===== src/rtl/rv32ima_pkg.sv =====
// Shared types for the RV32IMA front end.
// Fetch state encoding and instruction queue entry.
package rv32ima_pkg;

  typedef logic [31:0] word_t;

  typedef enum logic [1:0] {
    IDLE,
    WAIT,
    DROP
  } fetch_state_t;

  typedef struct packed {
    word_t inst;
    word_t pc;
  } fq_entry_t;

  function automatic word_t word_align(word_t a);
    return a & ~32'h3;
  endfunction

endpackage


===== src/rtl/fetch_queue.sv =====
// Small FIFO of fetched {inst, pc} pairs.
// Push into a full queue succeeds when a pop happens in the same cycle.
module fetch_queue
  import rv32ima_pkg::*;
#(
  parameter  int DEPTH = 2,
  localparam int AW    = $clog2(DEPTH),
  localparam int CW    = AW + 1
) (
  input  logic          clk,
  input  logic          rst_n,
  input  logic          flush,
  input  logic          push,
  input  fq_entry_t     push_data,
  input  logic          pop,
  output fq_entry_t     head,
  output logic          full,
  output logic          empty,
  output logic [CW-1:0] count
);

  fq_entry_t     mem_q [DEPTH];
  logic [AW-1:0] wr_ptr;
  logic [AW-1:0] rd_ptr;
  logic [CW-1:0] cnt;
  logic          do_push;
  logic          do_pop;

  assign do_pop  = pop && !empty;
  assign do_push = push && (!full || do_pop);

  always_ff @(posedge clk or negedge rst_n) begin
    if (!rst_n) begin
      wr_ptr <= '0;
      rd_ptr <= '0;
      cnt    <= '0;
      for (int i = 0; i < DEPTH; i++) begin
        mem_q[i] <= '0;
      end
    end else if (flush) begin
      wr_ptr <= '0;
      rd_ptr <= '0;
      cnt    <= '0;
    end else begin
      if (do_push) begin
        mem_q[wr_ptr] <= push_data;
        wr_ptr        <= wr_ptr + 1'b1;
      end
      if (do_pop) begin
        rd_ptr <= rd_ptr + 1'b1;
      end
      cnt <= cnt + CW'(do_push) - CW'(do_pop);
    end
  end

  assign head  = mem_q[rd_ptr];
  assign full  = (cnt == CW'(DEPTH));
  assign empty = (cnt == '0);
  assign count = cnt;

endmodule


===== src/rtl/fetch_unit.sv =====
// Instruction fetch: one outstanding imem request,
// responses buffered in fetch_queue, redirect flushes.
module fetch_unit
  import rv32ima_pkg::*;
#(
  parameter word_t RESET_PC = 32'h0000_0000,
  parameter int    QDEPTH   = 2
) (
  input  logic        CLK,
  input  logic        nRST,
  output logic        imem_req,
  output logic [31:0] imem_addr,
  input  logic        imem_gnt,
  input  logic        imem_rvalid,
  input  logic [31:0] imem_rdata,
  input  logic        redirect_valid,
  input  logic [31:0] redirect_pc,
  output logic        inst_valid,
  output logic [31:0] inst,
  output logic [31:0] inst_pc,
  input  logic        inst_ready
);

  localparam int          CW      = $clog2(QDEPTH) + 1;
  localparam int          LW      = CW + 1;
  localparam logic [CW:0] DEPTH_L = LW'(QDEPTH);

  fetch_state_t  state_q;
  fetch_state_t  state_d;
  word_t         fetch_pc;
  word_t         req_pc;
  logic          grant;
  logic          can_issue;
  logic          q_push;
  logic          q_pop;
  logic          q_full;
  logic          q_empty;
  logic          q_room;
  logic [CW-1:0] q_count;
  logic [CW:0]   q_level;
  fq_entry_t     q_in;
  fq_entry_t     q_head;

  assign grant  = imem_req && imem_gnt;
  assign q_push = (state_q == WAIT) && imem_rvalid
                  && !redirect_valid;
  assign q_pop  = !q_empty && inst_ready && !redirect_valid;

  // Occupancy after this cycle's push/pop decides issue.
  assign q_level = {1'b0, q_count} + LW'(q_push) - LW'(q_pop);
  assign q_room  = q_full ? (q_pop && !q_push)
                          : (q_level < DEPTH_L);

  always_ff @(posedge CLK or negedge nRST) begin
    if (!nRST) begin
      state_q <= IDLE;
    end else begin
      state_q <= state_d;
    end
  end

  always_comb begin
    state_d = state_q;
    unique case (state_q)
      IDLE: begin
        if (grant) state_d = WAIT;
      end
      WAIT: begin
        if (redirect_valid) begin
          state_d = imem_rvalid ? IDLE : DROP;
        end else if (imem_rvalid) begin
          state_d = grant ? WAIT : IDLE;
        end
      end
      DROP: begin
        if (imem_rvalid) state_d = IDLE;
      end
      default: state_d = IDLE;
    endcase
  end

  always_comb begin
    can_issue = 1'b0;
    unique case (state_q)
      IDLE:    can_issue = 1'b1;
      WAIT:    can_issue = imem_rvalid;
      default: can_issue = 1'b0;
    endcase
    imem_req = nRST && !redirect_valid
               && can_issue && q_room;
  end

  always_ff @(posedge CLK or negedge nRST) begin
    if (!nRST) begin
      fetch_pc <= RESET_PC;
      req_pc   <= RESET_PC;
    end else if (redirect_valid) begin
      fetch_pc <= word_align(redirect_pc);
    end else if (grant) begin
      fetch_pc <= fetch_pc + 32'd4;
      req_pc   <= fetch_pc;
    end
  end

  assign imem_addr = word_align(fetch_pc);
  assign q_in.inst = imem_rdata;
  assign q_in.pc   = req_pc;

  fetch_queue #(
    .DEPTH(QDEPTH)
  ) u_queue (
    .clk      (CLK),
    .rst_n    (nRST),
    .flush    (redirect_valid),
    .push     (q_push),
    .push_data(q_in),
    .pop      (q_pop),
    .head     (q_head),
    .full     (q_full),
    .empty    (q_empty),
    .count    (q_count)
  );

  assign inst_valid = !q_empty;
  assign inst       = q_head.inst;
  assign inst_pc    = q_head.pc;

endmodule


===== config.mk =====
export PLATFORM = sky130hd
export DESIGN_NAME = fetch_unit
export DESIGN_NICKNAME = d
export VERILOG_FILES = /design/src/rtl/rv32ima_pkg.sv /design/src/rtl/fetch_queue.sv /design/src/rtl/fetch_unit.sv
export SDC_FILE = /design/constraint.sdc
export NUM_CORES = 1
export LEC_CHECK = 0
export CAP_MARGIN = 20
export CORE_MARGIN = 2
export CORE_UTILIZATION = 45
export CTS_CLUSTER_SIZE = 14
export DETAILED_ROUTE_END_ITERATION = 12
export PLACE_DENSITY = 0.72
export SLEW_MARGIN = 40
export SYNTH_ARGS = -nofsm -noshare
export SYNTH_HDL_FRONTEND = slang
export SYNTH_HIERARCHICAL = 1
export SYNTH_SLANG_ARGS = --single-unit

===== constraint.sdc =====
create_clock -name CLK -period 6.6 [get_ports CLK]
set_clock_uncertainty 0.2 [all_clocks]
set_input_delay 1.32 -clock CLK [delete_from_list [all_inputs] [get_ports CLK]]
set_output_delay 1.32 -clock CLK [all_outputs]
set_load 0.02 [all_outputs]

==> metrics.md <==
| Metric | Value |
|---|---|
| Worst-path clk slew | `0.07 ns` |
| Clk sinks | `194` |
| Wire per inst | `roughly 17 um` |
| GRT overflow | `0` |
| HPWL Detailed | `between 10 and 15 mm` |
| # fillers | `about 1700` |
| Fraction of layout cells with a size suffix above 1 | `roughly 27%` |
| Initial Util | `a little under half` |
| Worst-margin pin slew | `0.718 ns` |
| # IOs | `168` |
| CTS H-tree depth | `4` |
| Tot GR Track Use | `between 15 and 20%` |
| Worst Setup End Kind | `primary output` |
| Max VDD drop | `165 uV` |
| Pin count of the biggest net entering global routing | `85` |
| Synthesized flop and latch total | `between 150 and 200` |
| Seq. cell area | `roughly 4900 um^2` |
| Async SR Flop Fraction | `100%` |
| Sequential-to-total area share from yosys stat | `52.8%` |
| Clk_lat worst skew | `0.43 ns` |
| # nets final | `around 960` |
| Netlist cell types | `slightly below 60` |
| Final min period | `6.01 ns` |
| First-pass GRT wire length | `33.8 mm` |
| Iteration-0 DRC Markers | `between 300 and 400` |
| Required time of the critical path | `between 5 and 6 ns` |
| Relative slew slack | `between 50% and 60%` |
| Status | `completed` |
| Total negative slack | `0 ns` |
| Post-cts sizing count | `0` |
| DRC | `0` |
| Pleak | `~5.3 nW` |
| Critical Path AT | `4.49 ns` |
| Setup repair bufs after CTS | `0` |
| Worst Setup SP | `redirect_valid` |
| PortBufs | `between 150 and 200` |
| Period utilisation layout | `between 90% and 100%` |
| CTS tree | `done` |
| DIE AREA | `approximately 22000 um^2` |
| Post-synth EDFFs | `0` |
| Layout-stage area growth over the synthesis result | `27.1%` |
| Final Hold Slack | `between 0.2 and 0.3 ns` |
| Final Max Tran Viols | `0` |
| Die W | `147 um` |
| Number of global-route vias before repair | `6287` |
| Core Rows | `52` |
| GP Congestion | `0.866` |
| Hold Violations, Final | `0` |
| DR vias | `roughly 6200` |
| WL final | `approximately 20 mm` |
| Root buffer cell | `clkbuf_16` |
| Die height | `between 100 and 150 um` |
| Final setup vio count | `0` |
| Area of the multi-input gates | `roughly 4100 um^2` |
| Synthesized instance count | `roughly 730` |
| Cts hold-fix bufs | `0` |
| Post-Syn Area | `9190 um^2` |
| Crit-path max FO | `9` |
| Initial antenna violation count | `0` |
| CTS Buf Count | `17` |
| Synth Area per Inst | `roughly 13 um^2` |
| Core ar. | `~20000 um^2` |
| Pwr Density | `~290 nW/um^2` |
| RSZ-0062 raised after global routing | `no` |
| Post-DRT Antenna Nets | `0` |
| Fmax | `0.166 GHz` |
| Worst Hold Launch | `u_queue/mem_q[0]` |
| CTS max path bufs | `2` |
| Max-cap viol count | `0` |
| Yosys warns | `6` |
| Startpoint Class | `input port` |
| Dominant synthesized flop cell | `dfrtp_1` |
| Drt first pass iters | `5` |
| Hold Path Class | `reg -> reg` |
| Via density | `between 5 and 6` |
| Antenna cells | `0` |
| Reg2reg start | `u_queue/count[1]` |
| Crit Path Category | `in -> out` |
==> cells in the final DEF (no fill, tap or decap), drive strengths merged, types with 9 or more instances in the layout <==
cell type,netlist,routed
nand4,9,9
inv,15,21
mux2,193,193
o21ai,25,25
dfrtp,194,194
a221o,9,9
clkdlybuf4s50,0,162
a21oi,11,11
nand2,107,107
clkbuf,13,21
nand3,23,23
nor2,17,17
buf,26,12
==> cell families after synthesis <==
logic type	count (synthesis)	share of synthesized area [%]
muxes	194	26.2
buffers and inverters	54	3.25
adders and majority gates	4	0.626
DFF	194	52.8
AOI/OAI and AO/OA	74	5.51
xor gates and xnor gates	6	0.572
and+or+nand+nor	202	10.9
other	1	0.0408
==> registers in the layout, summed over array words and instances, names as in the netlist <==
register,cells
u_queue/count,2
fetch_pc,30
state_q,2
u_queue/mem_q,128
u_queue/rd_ptr,1
u_queue/wr_ptr,1
req_pc,30
==> metrics by stage <==
stage	area, um^2	cells	worst slack, ns	utilization (%)	total power [W]
after CTS	11700	1171	0.571	58.0	0.00338
after global routing	11700	1172	0.431	58.1	0.00350
final	11700	1172	0.594	58.1	0.00334
after global placement	11000	1139	0.619	54.9	0.00229
after detailed placement	11100	1139	0.581	55.0	0.00231
after floorplan	9210	734	1.79	-	0.00191
==> power by group <==
group | total, W | internal, W | switching [W]
Clock | 0.00105 | 0.000589 | 0.000462
Combinational | 0.000801 | 0.000434 | 0.000367
Sequential | 0.00148 | 0.00136 | 0.000127
==> worst paths after layout <==
kind	endpoint	slack, ns	cells after the start
max	imem_req	0.59	9
min in group asynchronous	u_queue/mem_q[51]	0.65	1
max in group asynchronous	fetch_pc[16]	3.87	4
min	u_queue/mem_q[0]	0.28	1
max reg2reg	fetch_pc[29]	2.90	10
min reg2reg	u_queue/mem_q[0]	0.28	1
==> routing by layer <==
| layer | vias up | routed length, um | GRT usage, % |
|---|---|---|---|
| met5 | - | 0 | 0 |
| li1 | 2926 | - | - |
| met2 | 215 | 8950 | 28.8 |
| met3 | 14 | 1420 | 5.03 |
| met4 | 0 | 196 | 4.86 |
| met1 | 3058 | 9910 | 29.3 |
==> synthesized netlist by cell type (all sizes together) (3+ instances only) <==
cell    count  area (um^2)
a21o        4         30.0
a21oi      11         55.1
a221o       9         90.1
a32oi       3         26.3
and2        3         18.8
and3        3         18.8
buf        26          194
clkbuf     13         48.8
dfrtp     194         4850
ha          3         37.5
inv        15         56.3
mux2      193         2400
nand2     107          409
nand3      23          133
nand4       9         71.3
nor2       17         63.8
nor2b       6         37.5
nor3        7         35.0
nor3b       4         35.0
nor4        7         65.1
o211ai      6         45.0
o21ai      25          125
o31a        3         26.3
or3         7         43.8
or4         3         22.5
xnor2       5         43.8
==> critical path: stages <==
cell	delay [ns]
clkdlybuf4s50_1	0.58
nor3b_2	0.42
nor2b_1	0.28
o21ai_0	0.15
fa_1	0.43
nor2b_1	0.15
a32oi_1	0.48
nor2_1	0.10
clkdlybuf4s50_1	0.57
==> layout make-up <==
type	count	share of cell area, %
flip-flops and latches	194	41.6
multi-input cells	486	34.9
repair buffers	175	15.0
clock buffers	20	3.91
well taps	270	2.89
clock inverters	12	1.24
inverters	15	0.482
Power figures use the tool's default switching activity.
